### src/rtl/wb_write_arbiter.sv
`default_nettype none
// ============================================================================
// wb_write_arbiter: shares the single RF write port between writeback and an
// in-order queue of long-latency results. WB_ARB_PENDING_EN adds pending_mask.
// Revision: 1.0
// ============================================================================
module wb_write_arbiter #(
  parameter int LQ_DEPTH   = 2,
  parameter int STARVE_MAX = 4
) (
  input  logic                        clk,
  input  logic                        rst,
  input  logic                        pipe_we,
  input  logic [4:0]                  pipe_rd,
  input  logic [31:0]                 pipe_data,
  output logic                        pipe_stall,
  input  logic                        lu_valid,
  output logic                        lu_ready,
  input  logic [4:0]                  lu_rd,
  input  logic [31:0]                 lu_data,
  output logic                        rf_we,
  output logic [4:0]                  rf_waddr,
  output logic [31:0]                 rf_wdata,
  output logic [$clog2(LQ_DEPTH):0]   q_count
`ifdef WB_ARB_PENDING_EN
  ,
  output logic [31:0]                 pending_mask
`endif
);

  localparam int PW = $clog2(LQ_DEPTH);
  localparam int CW = PW + 1;
  localparam int SW = $clog2(STARVE_MAX + 1);
  localparam logic [CW-1:0] DEPTH_C = CW'(LQ_DEPTH);
  localparam logic [SW-1:0] SMAX_C  = SW'(STARVE_MAX);

  logic [4:0]    q_rd_q   [LQ_DEPTH];
  logic [4:0]    q_rd_d   [LQ_DEPTH];
  logic [31:0]   q_data_q [LQ_DEPTH];
  logic [31:0]   q_data_d [LQ_DEPTH];
  logic [PW-1:0] wr_ptr_q, wr_ptr_d;
  logic [PW-1:0] rd_ptr_q, rd_ptr_d;
  logic [CW-1:0] count_q, count_d;
  logic [SW-1:0] starve_q, starve_d;
  logic          rf_we_q, rf_we_d;
  logic [4:0]    rf_waddr_q, rf_waddr_d;
  logic [31:0]   rf_wdata_q, rf_wdata_d;

  logic pipe_wr, force_drain, grant_queue, grant_pipe, enq;

  // Arbitration decisions depend on registered queue state only, so the
  // stall and ready outputs have no combinational path from the inputs.
  always_comb begin
    pipe_wr     = pipe_we && (pipe_rd != 5'd0);
    force_drain = (count_q != '0) && ((count_q == DEPTH_C) || (starve_q == SMAX_C));
    grant_queue = force_drain || (!pipe_wr && (count_q != '0));
    grant_pipe  = !force_drain && pipe_wr;
    lu_ready    = (count_q < DEPTH_C);
    enq         = lu_valid && lu_ready && (lu_rd != 5'd0);
    pipe_stall  = force_drain;
  end

  always_comb begin
    q_rd_d     = q_rd_q;
    q_data_d   = q_data_q;
    wr_ptr_d   = wr_ptr_q;
    rd_ptr_d   = rd_ptr_q;
    count_d    = count_q;
    starve_d   = starve_q;
    rf_we_d    = 1'b0;
    rf_waddr_d = rf_waddr_q;
    rf_wdata_d = rf_wdata_q;

    if (enq) begin
      q_rd_d[wr_ptr_q]   = lu_rd;
      q_data_d[wr_ptr_q] = lu_data;
      wr_ptr_d           = wr_ptr_q + PW'(1);
    end

    if (grant_queue) begin
      rf_we_d    = 1'b1;
      rf_waddr_d = q_rd_q[rd_ptr_q];
      rf_wdata_d = q_data_q[rd_ptr_q];
      rd_ptr_d   = rd_ptr_q + PW'(1);
    end else if (grant_pipe) begin
      rf_we_d    = 1'b1;
      rf_waddr_d = pipe_rd;
      rf_wdata_d = pipe_data;
    end

    case ({enq, grant_queue})
      2'b10:   count_d = count_q + CW'(1);
      2'b01:   count_d = count_q - CW'(1);
      default: count_d = count_q;
    endcase

    if ((count_q == '0) || grant_queue) begin
      starve_d = '0;
    end else if (starve_q != SMAX_C) begin
      starve_d = starve_q + SW'(1);
    end
  end

  always_ff @(posedge clk) begin
    if (rst) begin
      for (int i = 0; i < LQ_DEPTH; i++) begin
        q_rd_q[i]   <= 5'd0;
        q_data_q[i] <= 32'd0;
      end
      wr_ptr_q   <= '0;
      rd_ptr_q   <= '0;
      count_q    <= '0;
      starve_q   <= '0;
      rf_we_q    <= 1'b0;
      rf_waddr_q <= 5'd0;
      rf_wdata_q <= 32'd0;
    end else begin
      q_rd_q     <= q_rd_d;
      q_data_q   <= q_data_d;
      wr_ptr_q   <= wr_ptr_d;
      rd_ptr_q   <= rd_ptr_d;
      count_q    <= count_d;
      starve_q   <= starve_d;
      rf_we_q    <= rf_we_d;
      rf_waddr_q <= rf_waddr_d;
      rf_wdata_q <= rf_wdata_d;
    end
  end

  assign rf_we    = rf_we_q;
  assign rf_waddr = rf_waddr_q;
  assign rf_wdata = rf_wdata_q;
  assign q_count  = count_q;

`ifdef WB_ARB_PENDING_EN
  // Live queue entries are the count_q slots starting at the read pointer.
  always_comb begin
    pending_mask = 32'd0;
    for (int k = 0; k < LQ_DEPTH; k++) begin
      if (CW'(k) < count_q) begin
        pending_mask[q_rd_q[rd_ptr_q + PW'(k)]] = 1'b1;
      end
    end
    if (rf_we_q) begin
      pending_mask[rf_waddr_q] = 1'b1;
    end
    pending_mask[0] = 1'b0;
  end
`endif

endmodule
`default_nettype wire

### config.mk
export PLATFORM = sky130hd
export DESIGN_NAME = wb_write_arbiter
export DESIGN_NICKNAME = d
export VERILOG_FILES = /design/src/rtl/wb_write_arbiter.sv
export SDC_FILE = /design/constraint.sdc
export NUM_CORES = 1
export LEC_CHECK = 0
export CORE_MARGIN = 3
export CORE_UTILIZATION = 54
export DETAILED_ROUTE_END_ITERATION = 10
export GPL_TIMING_DRIVEN = 0
export PLACE_DENSITY = 0.83
export SYNTH_ARGS = -nofsm -noshare
export SYNTH_HDL_FRONTEND = slang
export SYNTH_SLANG_ARGS = --single-unit
### constraint.sdc
create_clock -name clk -period 3.3 [get_ports clk]
set_clock_uncertainty 0.2 [all_clocks]
set_input_delay 0.33 -clock clk [delete_from_list [all_inputs] [get_ports clk]]
set_output_delay 0.33 -clock clk [all_outputs]
set_load 0.01 [all_outputs]
==> metrics.txt, run 1 <==
status=finished, final reports clean; All-Layer GR Usage=a little over a quarter; dpl cells=between 700 and 800; Max-slew headroom=37.2%; met2 wire length=approximately 7600 µm; crit path DAT=roughly 2.7 ns; dpl ws=0.474 ns; die width=between 100 and 150 µm; top_reg_cell synth=dfxtp_1; final setup fails=0; worst min path class=input port to register; cells along the critical path=nor2_1 > a21oi_1 > clkbuf_1 > a32o_1; CTS buffer count=17; fin util=roughly 77%; hold path cells=3; Post-synth top cells=dfxtp_1 (119), mux2i_1 (108), nor2_1 (75); Hold Startpoint=lu_data[0]; Syn. warnings=0; final setup margin=about 0.9 ns; synthesized cell area=5190 µm²; cell area power density=845 nW/µm²; EDFF count, synth=0; post-synth top area share=a little under half; DR pass1 iterations=5; Unique masters post-synth=35; worst-margin pin slew=0.942 ns; Worst EP required=~3.6 ns; clock latency on the worst-skew pair=between 0.5 and 0.6 ns; setup bufs post-CTS=0; fraction of layout cells with a size suffix above 1=8.66%; die area=between 10000 and 15000 µm²; Power, Total=between 6 and 7 mW; Crit Path Class=register to register; Port Buffers=roughly 120; CP Launch Type=register; RR Startpoint=q_count[1]$_SDFFE_PP0P_; Worst Setup End Kind=register; RSZ-0062 raised after global routing=false; global route overflow=0; hold endpoint=q_data_q[32]$_SDFFE_PP0P_; final non-filler cell total=787; Post-DP HPWL=9750 µm; initial drt markers=~260; Fin. Hold Viols=0; largest net degree at the start of global routing=17; largest incremental delay on the critical path=0.75 ns; Initial Utilization=about 56%; Syn Area/Cell=between 10 and 15 µm²; Clk pin slew, worst setup/hold paths=0.06 ns; drt drc=0; FF-to-FF path depth=4; WL/cell=about 18 µm; CP max stage cell=a21oi_1; DR vias/cell=5.72; top-count cell post-synth=dfxtp_1; Slew Limit Fails=0; leak pwr=~3 nW; TritonCTS clock tree=built; Max VDD drop=roughly 440 µV; H-tree Lvls=4; DRT met1 WL=5800 µm; highest clock rate=0.414 GHz; Tcrit/Tclk final=about three quarters; r2r setup slk=about 0.88 ns; CTS Hold Buffers Added=0; layout overhead on the synthesized area=38.5%; number of global-route vias before repair=4905; Seq cells post-synth=about 120; Final #Nets=726; CTS sink cnt=between 100 and 150; Die Span Y=approximately 100 µm; syn_nets=~600; Vias=4499; number of nets with antenna violations after routing=0; clock buffer depth=2; # diodes=0; first-pass GRT wire length=23600 µm; largest area contributor in the netlist=dfxtp_1; number of max-cap violations=0; Async SR Flop Fraction=0%; Area contributors post-synth=dfxtp_1 (46%), mux2i_1 (21%), a32o_1 (6.9%), nor2_1 (5.4%), a21o_1 (5.2%); r2r endpoint=rf_wdata[16]$_SDFFE_PP0P_; Synth Instances=~510; register area share after synthesis=a little under half; CP max FO=10; Top Layer Used=met4; RD Place Congestion=about 0.9; setup_tns=0 ns; # IOs=120; post-route minimum period=between 2 and 2.5 ns; CTS Root Cell=clkbuf_8; initial antenna violation count=0; met3 routed WL=around 900 µm; drt total wl=~14000 µm; core footprint=between 9000 and 10000 µm²; post-cts resize count=0; Cell Rows=35
-- state kept, by name (all words and copies together), names as in the netlist --
signal and count:
q_count 2, starve_q 3, rf_waddr 5, q_rd_q 10, q_data_q 64, wr_ptr_q 1
rf_wdata 32, rd_ptr_q 1, rf_we 1
-- power by group --
| group | leakage [nW] | internal [mW] | switching (mW) |
|---|---|---|---|
| Sequential | 0.976 | 1.73 | 0.159 |
| Clock | 0.311 | 1.34 | 0.660 |
| Combinational | 1.76 | 1.07 | 1.11 |
| Total | 3.05 | 4.14 | 1.93 |
-- kinds of logic after synthesis --
family          after synthesis  synth area share, %
compound gates               91                 14.6
xor+xnor                      4                0.675
fa+ha+maj                     3                0.723
buf+inv                      49                 5.69
flops                       119                 45.9
mux                         109                 21.0
simple gates                132                 11.4
-- per-stage QoR --
step | hold slack (ns) | cell area [µm²]
5_1_grt | 0.263 | 7190
6_report | 0.258 | 7190
4_1_cts | 0.241 | 7190
2_1_floorplan | 0.236 | 5190
3_3_place_gp | 0.245 | 6540
3_5_place_dp | 0.253 | 6540
-- critical path: cells and delay by family, from the launching register on --
family | cells | cell delay (ns)
and+or+nand+nor | 1 | 0.15
AOI/OAI and AO/OA | 2 | 1.02
buffers and inverters | 1 | 0.52
DFF | 1 | 0.46
-- per-layer routing --
layer | vias to the layer above | track usage [%]
met1 | 2205 | 30.1
met4 | 0 | 9.69
met2 | 162 | 49.3
met3 | 23 | 6.33
met5 | - | 0
li1 | 2109 | -
-- cells in the final DEF (no fill, tap or decap), types with 4 or more instances in the layout --
cell / synthesis / final
clkbuf_16: 0 / 16
buf_2: 8 / 8
nand3_1: 40 / 40
bufinv_16: 0 / 5
a32o_1: 36 / 36
nand2_1: 6 / 6
mux2i_1: 108 / 108
dfxtp_1: 119 / 119
clkdlybuf4s50_1: 0 / 119
inv_1: 4 / 4
a21o_1: 36 / 36
a21oi_1: 7 / 7
clkbuf_1: 20 / 21
buf_6: 13 / 13
nor2_1: 75 / 75
-- area by class of cell --
cell class	instances	area (µm²)
Multi-Input combinational cell	339	2510
Sequential cell	119	2380
Fill cell	651	2100
Timing Repair Buffer	119	1190
Clock buffer	20	445
Buffer	45	280
Clock inverter	12	198
Tap cell	129	161
Inverter	4	15.0
-- worst max path at each step --
stage                           endpoint  slack, ns                    start  cells after the start
2_1_floorplan    q_count[1]$_SDFFE_PP0P_       1.13               pipe_rd[0]                      6
3_3_place_gp   rf_wdata[19]$_SDFFE_PP0P_       0.53               pipe_rd[4]                      6
3_5_place_dp   rf_wdata[24]$_SDFFE_PP0P_       0.47               pipe_rd[4]                      6
4_1_cts        rf_wdata[16]$_SDFFE_PP0P_       0.91  q_count[0]$_SDFFE_PP0P_                      5
5_1_grt        rf_wdata[16]$_SDFFE_PP0P_       0.69  q_count[1]$_SDFFE_PP0P_                      4
6_report       rf_wdata[16]$_SDFFE_PP0P_       0.88  q_count[1]$_SDFFE_PP0P_                      4
Power figures use the tool's default switching activity.
==> inputs of run 2 (changes only) <==
CORE_UTILIZATION = 45   (was 54)
PLACE_DENSITY = 0.74   (was 0.83)
clock period = 2 ns   (was 3.3 ns; I/O delays follow)
==> run 2 against run 1 <==
  * The run now ends with negative setup slack left
  * First-iteration DRC count down 27%
  * Die area up 19%
  * Utilization down 8.7 points
  * Cell area up 5.4%
  * Sequential share of layout area down 1.6 points
==> metrics.txt, run 2 (same netlist as run 1, synthesis figures left out) <==
DR pass1 iterations=5; Max VDD drop=between 600 and 700 µV; global route overflow=0; layout overhead on the synthesized area=46.0%; clock latency on the worst-skew pair=0.41 ns; CP max FO=3; most common cell after layout, fill and taps aside=dfxtp_1; initial drt markers=roughly 190; WL/cell=18.2 µm; Initial Utilization=47.1%; Post-DP HPWL=between 9000 and 10000 µm; Power, Total=slightly above 10 mW; die width=113 µm; Tcrit/Tclk final=104%; number of global-route vias before repair=~4700; All-Layer GR Usage=between 20% and 30%; cells along the critical path=dlygate4sd2_1 > or4_4 > o211a_1 > nor2_4 > ha_4 > or3_1 > a21oi_1; final setup fails=1; cell area power density=1340 nW/µm²; Slew Limit Fails=0; clock buffer depth=2; Vias=between 4000 and 5000; drt drc=0; RSZ-0062 raised after global routing=true; DR vias/cell=roughly 5.5; leak pwr=between 3 and 4 nW; fin util=just under 70%; max reg flops=between 60 and 70; failing checks=negative setup slack; Final #Nets=744; Die Span Y=~110 µm; leading cell types in the layout, fill and taps excluded=dfxtp_1 (115), clkdlybuf4s50_1 (111), mux2i_1 (105), nor2_1 (73), nand3_1 (40); CTS sink cnt=about 120; r2r setup slk=-0.07 ns; CTS buffer count=17; CTS Root Cell=clkbuf_16; Cell Rows=38; Clk pin slew, worst setup/hold paths=around 0.050 ns; fraction of layout cells with a size suffix above 1=between 10% and 20%; final setup margin=-0.0777 ns; largest incremental delay on the critical path=0.55 ns; drt total wl=14900 µm; first-pass GRT wire length=approximately 23000 µm; die area=between 10000 and 15000 µm²; Fin. Hold Viols=0; RD Place Congestion=0.843; Crit Path Class=input port to register; Worst EP required=around 2.1 ns; CP max stage cell=or4_4; initial antenna violation count=0; fill cell count=around 840; highest clock rate=between 0.4 and 0.5 GHz; largest register by flop count=q_data_q; CP Launch Type=input port; Max-slew headroom=a little under three fifths; crit path DAT=around 2.2 ns; Port Buffers=roughly 120; Worst Setup End Kind=register; # IOs=120; worst-margin pin slew=about 0.64 ns; number of max-cap violations=0; core footprint=11000 µm²; post-route minimum period=slightly above 2 ns; TritonCTS clock tree=built; # diodes=0; status=complete, but fails checks; H-tree Lvls=4; largest net degree at the start of global routing=17; worst min path class=input port to register; number of nets with antenna violations after routing=0
==> run 2: changes by cell type in the layout (fill, tap and decap cells not counted), sizes merged <==
cell	previous run	this run
dlymetal6s2s	0	3
dlygate4sd2	0	4
clkinv	4	7
buf	25	38
dlygate4sd3	0	4
inv	5	4
clkdlybuf4s15	0	1
clkdlybuf4s50	119	111
clkinvlp	2	3
bufinv	5	3
==> run 2: path summary, 6_finish.rpt <==
path | start | to | depth (start not counted)
setup reg to reg | starve_q[0]$_SDFFE_PP0P_ | q_count[1]$_SDFFE_PP0P_ | 9
setup / recovery | pipe_rd[4] | q_count[1]$_SDFFE_PP0P_ | 7
hold reg to reg | q_rd_q[3]$_SDFFE_PP0P_ | q_rd_q[3]$_SDFFE_PP0P_ | 2
hold / removal | pipe_rd[2] | rf_waddr[2]$_SDFFE_PP0P_ | 3
==> run 2: worst max-delay path: cells and delay by family <==
kind / cells / cell delay (ns)
AOI/OAI and AO/OA: 2 / 0.48
adders and majority gates: 1 / 0.22
buffers and inverters: 1 / 0.26
and+or+nand+nor: 3 / 1.04
==> run 2: repair_timing <==
item / 4_1_cts / 5_1_grt
gates cloned: 1 / 1
hold endpoints to repair: 0 / 5
setup endpoints to repair: 99 / 88
hold buffers: 0 / 4
setup buffers: 9 / 4
gates resized for setup: 37 / 45
pin swaps: 7 / 13
==> run 2: cell type report <==
type | count | area [µm²] | area share [%]
Timing Repair Buffer | 138 | 1410 | 18.6
Multi-Input combinational cell | 339 | 2610 | 34.5
Inverter | 4 | 15.0 | 0.198
Clock buffer | 19 | 443 | 5.85
Sequential cell | 119 | 2390 | 31.5
Clock inverter | 13 | 155 | 2.05
Tap cell | 140 | 175 | 2.31
Buffer | 44 | 380 | 5.02
==> run 2: power by group <==
part | leakage (nW) | internal, mW | switching, mW
combinational | 1.99 | 2.06 | 1.92
clock | 0.288 | 1.98 | 1.08
sequential | 0.978 | 2.85 | 0.267
total | 3.26 | 6.90 | 3.27
==> run 2: per-stage QoR <==
stage                     cell area, µm²  hold WS [ns]  setup TNS (ns)  instances  worst slack [ns]
after floorplan                     5200         0.144         -0.0240        507           -0.0240
after global placement              6560         0.245          -55.95        766            -0.664
after detailed placement            6560         0.251          -59.63        766            -0.687
after CTS                           7340        0.0830       -0.000398        807         -0.000398
after global routing                7580        0.0800          -0.130        816            -0.124
final                               7580        0.0581         -0.0777        816           -0.0777
==> run 2: metal layers <==
metal	wire length [µm]	GRT usage (%)
met1	6150	26.8
met2	7710	40.7
met3	756	4.93
met4	248	7.69
met5	0	0
==> inputs of run 3 (changes only) <==
PLACE_DENSITY = not set   (was 0.74)
PLACE_DENSITY_LB_ADDON = 0.25   (was not set)
==> run 3 against run 2 <==
  * The flow now finishes without violations
  * Largest power group unchanged
  * Clock power is 3% higher
  * Utilization is 0.48 points lower
  * Register-to-register slack better by 0.08 ns
  * Hold slack worse by 0.030 ns
  * Critical path type is now register to register
  * Die area stayed put
  * Non-clock buffer count is 1 lower
  * Combinational power hardly changed
==> metrics.txt, run 3 (same netlist as run 1, synthesis figures left out) <==
Final #Nets=roughly 740; Hold Startpoint=lu_rd[0]; CTS sink cnt=119; highest clock rate=around 0.50 GHz; Worst EP required=about 2.1 ns; Die Span Y=about 110 µm; Tcrit/Tclk final=~100%; Vias=between 4000 and 5000; DR vias/cell=around 5.5; worst-margin pin slew=around 0.63 ns; status=finished, final reports clean; RD Place Congestion=roughly 0.80; core footprint=11000 µm²; drt total wl=between 10000 and 15000 µm; WL/cell=about 18 µm; fin util=68.2%; largest register by flop count=q_data_q; number of max-cap violations=0; first-pass GRT wire length=about 24000 µm; layout overhead on the synthesized area=45.0%; final setup fails=0; # diodes=0; sw power=around 3.3 mW; CP max stage cell=dfxtp_2; RSZ-0062 raised after global routing=true; leading cell types in the layout, fill and taps excluded=dfxtp_1 (117), clkdlybuf4s50_1 (111), mux2i_1 (107), nor2_1 (74), nand3_1 (38); RR Startpoint=starve_q[0]$_SDFFE_PP0P_; Port Buffers=approximately 120; cell area power density=approximately 1400 nW/µm²; fraction of layout cells with a size suffix above 1=between 15 and 20%; crit path DAT=2.12 ns; worst min path class=input port to register; global route overflow=0; final non-filler cell total=a little over 800; DR pass1 iterations=4; Slew Limit Fails=0; dpl ws=-0.758 ns; number of global-route vias before repair=4798; cells along the critical path=inv_2 > ha_4 > a21boi_4 > o211a_1 > nor2_1 > ha_2 > xnor2_2 > or3_1 > a21oi_1; Crit Path Class=register to register; Cell Rows=38; Sequential Power Share=between 30% and 40%; origin of the worst setup path=starve_q[0]$_SDFFE_PP0P_; Logic pwr share=38.8%; CTS Root Cell=clkbuf_16; initial antenna violation count=0; largest net degree at the start of global routing=17; Initial Utilization=between 40 and 50%; dpl cells=roughly 770; All-Layer GR Usage=between 20% and 30%; final setup margin=between 0.009 and 0.01 ns; max reg flops=64; CP max FO=2; die width=113 µm; Sw Share=about 32%; Worst Setup End Kind=register; largest incremental delay on the critical path=approximately 0.34 ns; Max-slew headroom=around 58%; # IOs=120; drt drc=0; Fin. Hold Viols=0; H-tree Lvls=4; clock latency on the worst-skew pair=between 0.4 and 0.5 ns; Clk pwr share=a little under a third; Max VDD drop=between 600 and 700 µV; TritonCTS clock tree=built; Post-DP HPWL=between 9000 and 10000 µm; Internal Power=~7 mW; Clk pin slew, worst setup/hold paths=0.06 ns; most common cell after layout, fill and taps aside=dfxtp_1; clock buffer depth=2; number of nets with antenna violations after routing=0; CTS buffer count=17; die area=~13000 µm²; post-route minimum period=1.99 ns; initial drt markers=between 200 and 300; CP Launch Type=register; leak pwr=around 3.2 nW
[run 3: critical path, delay by kind of cell, from the launching register on]
family	cells	cell delay, ns
compound gates	3	0.46
simple gates	2	0.39
fa+ha+maj	2	0.36
flops	1	0.34
xor+xnor	1	0.13
buf+inv	1	0.04
[run 3: path summary, 6_finish.rpt]
path | to | slack [ns] | cells after the start
max | q_count[1]$_SDFFE_PP0P_ | 0.01 | 9
min | q_rd_q[0]$_SDFFE_PP0P_ | 0.03 | 3
max reg2reg | q_count[1]$_SDFFE_PP0P_ | 0.01 | 9
min reg2reg | q_rd_q[4]$_SDFFE_PP0P_ | 0.26 | 2
[run 3: metrics by stage]
stage	power [mW]	TNS (ns)	instance area (µm²)	hold WS (ns)
6_report	10.2	0	7520	0.0282
5_1_grt	10.7	-0.451	7520	0.0686
4_1_cts	10.1	0	7420	0.0261
3_5_place_dp	6.75	-60.40	6560	0.250
3_3_place_gp	6.66	-55.96	6560	0.243
2_1_floorplan	5.36	-0.0240	5200	0.144
[run 3: what timing repair did]
action	CTS	global route
endpoints found under the setup margin	98	73
gates cloned	1	0
resized for setup	44	32
endpoints found under the hold margin	0	2
buffers inserted	12	4
hold buffers	0	1
pin swaps	12	14
[run 3: power by group through the flow]
stage / Combinational (mW) / Clock, mW / Sequential [mW]
2_1_floorplan: 2.12 / 0 / 3.23
3_3_place_gp: 3.55 / 0 / 3.11
3_5_place_dp: 3.60 / 0 / 3.14
4_1_cts: 3.85 / 3.16 / 3.10
5_1_grt: 4.29 / 3.29 / 3.16
6_report: 3.97 / 3.14 / 3.11
[run 3: cell type report]
type | instances | area, µm²
buffer | 44 | 342
clock buffer | 21 | 470
clock inverter | 11 | 148
fill | 839 | 3510
inverter | 4 | 15.0
multi-input combinational | 339 | 2610
sequential | 119 | 2380
tap | 140 | 175
timing repair buffer | 137 | 1380
[run 3: metal layers]
| metal | GRT usage [%] | vias to the layer above | part of all wire (%) |
|---|---|---|---|
| met4 | 6.17 | 0 | 1.1 |
| met3 | 6.95 | 16 | 6.9 |
| met1 | 29.0 | 2187 | 44 |
| met2 | 40.7 | 155 | 48 |
| li1 | - | 2145 | - |
| met5 | 0 | - | 0 |
